<file path="config.mk">
export PLATFORM = sky130hd
export DESIGN_NAME = dmem_responder
export DESIGN_NICKNAME = d
export VERILOG_FILES = /design/src/rtl/dmem_pkg.sv /design/src/rtl/dmem_array.sv /design/src/rtl/dmem_responder.sv
export SDC_FILE = /design/constraint.sdc
export NUM_CORES = 2
export LEC_CHECK = 0
export ABC_AREA = 0
export BUFFER_PORTS_ARGS = -buffer_cell sky130_fd_sc_hd__buf_4
export CAP_MARGIN = 10
export CELL_PAD_IN_SITES_DETAIL_PLACEMENT = 1
export CELL_PAD_IN_SITES_GLOBAL_PLACEMENT = 2
export CORE_UTILIZATION = 45
export CTS_CLUSTER_DIAMETER = 80
export DETAILED_ROUTE_END_ITERATION = 7
export PLACE_DENSITY_LB_ADDON = 0.1
export SLEW_MARGIN = 20
export SYNTH_ARGS = -nofsm -noshare
export SYNTH_HDL_FRONTEND = slang
export SYNTH_HIERARCHICAL = 1
export SYNTH_SLANG_ARGS = --single-unit
</file>
<file path="constraint.sdc">
create_clock -name clock -period 7.72 [get_ports clock]
set_input_delay 0.386 -clock clock [delete_from_list [all_inputs] [get_ports clock]]
set_output_delay 0.386 -clock clock [all_outputs]
set_load 0.005 [all_outputs]
</file>
<file path="src/rtl/dmem_pkg.sv">
// Shared types and constants for the MEM-stage data-memory responder.
// The FSM, the request record and the data/address widths are defined here.
package dmem_pkg;

  localparam int DATA_W = 8;
  localparam int ADDR_W = 8;

  typedef enum logic [1:0] {
    IDLE = 2'd0,
    BUSY = 2'd1,
    DONE = 2'd2
  } state_t;

  typedef enum logic {
    OP_READ  = 1'b0,
    OP_WRITE = 1'b1
  } op_t;

  // A request as captured at acceptance and replayed while the access is in flight.
  typedef struct packed {
    op_t               op;
    logic              op_err;
    logic [ADDR_W-1:0] addr;
    logic [DATA_W-1:0] data;
  } req_t;

endpackage

</file>
<file path="src/rtl/dmem_array.sv">
// DEPTH x 8 register storage: synchronous write, combinational read,
// synchronous clear of every word on reset.
module dmem_array
  import dmem_pkg::*;
#(
  parameter int DEPTH = 256,
  localparam int IDX_W = (DEPTH > 1) ? $clog2(DEPTH) : 1
) (
  input  logic              clock,
  input  logic              reset,
  input  logic              we,
  input  logic [IDX_W-1:0]  addr,
  input  logic [DATA_W-1:0] wdata,
  output logic [DATA_W-1:0] rdata
);

  logic [DATA_W-1:0] mem [DEPTH];

  // NOTE: every word is cleared on reset because a read after reset must return
  // 0x00; this forces flops rather than a RAM macro, which is acceptable at this size.
  always_ff @(posedge clock) begin
    if (reset) begin
      for (int i = 0; i < DEPTH; i++) mem[i] <= '0;
    end else if (we) begin
      mem[addr] <= wdata;
    end
  end

  assign rdata = mem[addr];

endmodule

</file>
<file path="src/rtl/dmem_responder.sv">
// MEM-stage data-memory slave with configurable read/write latency and a
// pipeline stall that covers the whole access until the response cycle.
module dmem_responder
  import dmem_pkg::*;
#(
  parameter int DEPTH     = 256,
  parameter int READ_LAT  = 2,
  parameter int WRITE_LAT = 1
) (
  input  logic              clock,
  input  logic              reset,
  input  logic              mem_read,
  input  logic              mem_write,
  input  logic [ADDR_W-1:0] address,
  input  logic [DATA_W-1:0] write_data,
  output logic [DATA_W-1:0] read_data,
  output logic              resp_valid,
  output logic              stall,
  output logic              addr_err,
  output logic              op_err
);

  localparam int         IDX_W     = (DEPTH > 1) ? $clog2(DEPTH) : 1;
  localparam logic [3:0] RD_CNT    = 4'(READ_LAT - 1);
  localparam logic [3:0] WR_CNT    = 4'(WRITE_LAT - 1);
  localparam logic [8:0] DEPTH_LIM = 9'(DEPTH);

  state_t            state;
  logic [3:0]        counter;
  req_t              req_q;
  req_t              req_in;
  req_t              req_cur;
  logic              request;
  logic [3:0]        start_cnt;
  logic              finish;
  logic              in_range;
  logic              arr_we;
  logic [DATA_W-1:0] arr_rdata;

  assign request = mem_read | mem_write;

  // NOTE: each signal written here gets a value on every path (defaults first),
  // so the block stays purely combinational and no latch is inferred.
  always_comb begin
    req_in    = '{op: op_t'(mem_write), op_err: mem_read & mem_write,
                  addr: address, data: write_data};
    start_cnt = (req_in.op == OP_WRITE) ? WR_CNT : RD_CNT;
    // A latency-1 access completes on its acceptance edge, before req_q is loaded.
    req_cur   = (state == IDLE) ? req_in : req_q;
    finish    = 1'b0;
    if (state == IDLE && request && start_cnt == 4'd0) finish = 1'b1;
    if (state == BUSY && counter == 4'd1)              finish = 1'b1;
    in_range  = {1'b0, req_cur.addr} < DEPTH_LIM;
    arr_we    = finish && req_cur.op == OP_WRITE && in_range;
    stall     = (state == IDLE && request) || state == BUSY;
  end

  dmem_array #(.DEPTH(DEPTH)) u_array (
    .clock (clock),
    .reset (reset),
    .we    (arr_we),
    .addr  (req_cur.addr[IDX_W-1:0]),
    .wdata (req_cur.data),
    .rdata (arr_rdata)
  );

  // NOTE: state and registered outputs use non-blocking assignments so every
  // flop samples pre-edge values regardless of statement order.
  always_ff @(posedge clock) begin
    if (reset) begin
      state      <= IDLE;
      counter    <= '0;
      req_q      <= '0;
      read_data  <= '0;
      resp_valid <= 1'b0;
      addr_err   <= 1'b0;
      op_err     <= 1'b0;
    end else begin
      resp_valid <= finish;
      addr_err   <= finish & ~in_range;
      op_err     <= finish & req_cur.op_err;
      if (finish && req_cur.op == OP_READ)
        read_data <= in_range ? arr_rdata : '0;

      case (state)
        IDLE: if (request) begin
          req_q   <= req_in;
          counter <= start_cnt;
          state   <= (start_cnt == 4'd0) ? DONE : BUSY;
        end
        BUSY: begin
          counter <= counter - 4'd1;
          if (counter == 4'd1) state <= DONE;
        end
        // Inputs still show the completed request here, so they are ignored.
        DONE:    state <= IDLE;
        default: state <= IDLE;
      endcase
    end
  end

endmodule

</file>
==> run metrics <==
Pwr Density=248 nW/um2; relative slew slack=22.1%; Post-DP Area=98700 um2; worst skew pair latency=870 ps; clk sinks=2082; routed len/inst=32.1 um; depth of the worst register-to-register path=13; Synth Net Count=6476; largest net degree at the start of global routing=176; Resized Gates After CTS=0; Post-synth EDFFs=2048; Worst Tran Pin Value=1150 ps; post-synthesis sequential area ratio=64.6%; crit path DAT=6130 ps; Yosys top cell by area=edfxtp_1; RSZ-0062 raised after global routing=no; share of post-route cells with drive strength above 1=between 10% and 20%; Root Driver=clkbuf_16; # Post-CTS Setup Buffers=0; # rows=169; Setup Viol. Count Final=0; post-route cell area=about 110000 um2; top-area cell type share of the netlist area=63.9%; Die Wd=464 um; MaxCap Viol Count=0; routed via count=57.5k; number of global-route vias before repair=59.3k; top cells by count, synth=edfxtp_1, and3_1, clkbuf_1; top-count cell post-synth=edfxtp_1; cts bufs inserted=224; CTS tree=done; area of the mapped netlist=96200 um2; final global-route overflow total=0; Synth Flop Type=edfxtp_1; # DRC=18; failing checks=DRC; io pins=32; asr flop ratio synth=0%; GRT Overall Usage=26.7%; DRT Pass-1 Iters=8; Final min period=between 5000 and 6000 ps; initial DRC count=6380; Req. time, crit path=8430 ps; setup_tns=0 ps; Final Skew=21.8 ps; number of pins with negative max-slew slack in the final report=0; Setup CP Type=register to register; FF+latch count, synth=2082; Layout Nets=6039; GP Congestion=0.800; post-route insts no fill=9025; library cells used by synthesis=43; post-detail-place hpwl=roughly 170 mm; Antenna Nets Post-Route=0; syn_area_per_cell=14.9 um2; Hold Path Class=primary input to register; Hold Path Cell Cnt=3; Area growth, synth to finish=9.95%; post-layout util=around 50%; Syn. warnings=6; Die Y-Extent=464 um; peak supply drop=0.236 mV; IO Port Bufs=30; fillers=between 15k and 20k; period utilisation layout=around 70%; core area=212000 um2; CP endpoint kind=register; CP Max Fanout=37; Leak=~44 nW; synth top area cells=edfxtp_1, and3_1, mux4_2; routed vias/inst=6.37; Fin. Hold Viols=0; H-tree depth=4; first-pass GRT wire length=423 mm; clock transition at the registers of the reported paths=60 ps; WL final=290 mm; final hold slack=~310 ps; status=finished with violations; Synth Instances=6454; clock buffer depth=3; Max Clk Rate=184 MHz; Initial Utilization=about 45%; Placed Cells=8591; Startpoint Class=register; initial antenna violation count=23; Die Footprint=around 220000 um2
==> registers in the layout, indices dropped and copies added, names as in the netlist <==
name         count
state            2
op_err           1
u_array/mem   2048
req_q           18
resp_valid       1
counter          4
read_data        8
==> routing by layer <==
layer	wire length (um)	track usage, %
met1	126000	37.7
met2	139000	42.9
met3	18500	4.46
met4	6860	6.87
met5	99	0
==> critical path: stages, from the launching register on <==
cell,delay (ps)
dfxtp_1,510
or2_4,360
nand2_1,160
nand2_4,680
buf_4,470
buf_4,440
mux4_2,560
a22oi_1,250
a21oi_1,180
o41ai_1,930
buf_4,290
nand4_1,100
nand4b_1,140
a21oi_1,70
==> area by class of cell <==
cell class | count | area (um2) | share of cell area [%]
clock inverter | 126 | 853 | 0.807
sequential | 2082 | 62200 | 58.8
timing repair buffer | 243 | 2410 | 2.28
tap | 2821 | 3530 | 3.34
antenna | 4 | 10.0 | 0.00946
multi-input combinational | 3461 | 30800 | 29.1
inverter | 5 | 18.8 | 0.0177
clock buffer | 283 | 5980 | 5.66
==> repair_timing <==
| item | in CTS | in global routing |
|---|---|---|
| setup endpoints to repair | 0 | 0 |
| hold endpoints to repair | 25 | 0 |
| hold buffers | 21 | 0 |
==> report_power, final <==
part           total (W)  internal, W  switching (W)
Sequential        0.0129       0.0128       0.000122
Combinational    0.00312     0.000978        0.00214
Clock             0.0102      0.00576        0.00447
Total             0.0262       0.0195        0.00674
==> cell families after synthesis <==
group | after synthesis | share of synthesized area (%)
mux | 512 | 12.0
other cells | 1 | 0.00390
flops | 2082 | 64.6
simple gates | 2244 | 14.4
fa+ha+maj | 2 | 0.0260
compound gates | 702 | 5.14
buf+inv | 911 | 3.79
==> metrics by stage <==
stage,setup WS [ps],total power [W]
detailed placement,2330,0.0162
CTS,2300,0.0265
global placement,1980,0.0162
global route,2110,0.0270
floorplan,4420,0.0150
finish,2300,0.0262
==> final timing paths <==
| check | startpoint | endpoint | slack (ps) |
|---|---|---|---|
| worst min-delay path | write_data[0] | req_q[0]$_SDFFE_PP0P_ | 310 |
| worst max register to register | state[1]$_SDFFE_PP0P_ | read_data[5]$_SDFFE_PP0P_ | 2300 |
| worst max-delay path | state[1]$_SDFFE_PP0P_ | read_data[5]$_SDFFE_PP0P_ | 2300 |
| worst min register to register | req_q[13]$_SDFFE_PP0P_ | req_q[13]$_SDFFE_PP0P_ | 470 |
==> placed cells by master (no fill, tap or decap), drive strengths merged, types with 8 or more instances in the layout <==
master and count:
inv 9, dlygate4sd3 21, a22o 16, clkinv 108, nand2b 10, nor2b 9
mux4 512, a21oi 143, a21o 234, bufinv 10, nor2 30, buf 222
and2 170, edfxtp 2048, or2 25, nand4b 8, o21ai 13, and3 1882
a22oi 257, dfxtp 34, nor3 26, clkbuf 283, o41ai 32, nand2 61
nand4 10
(Power assumes the default switching activity.)
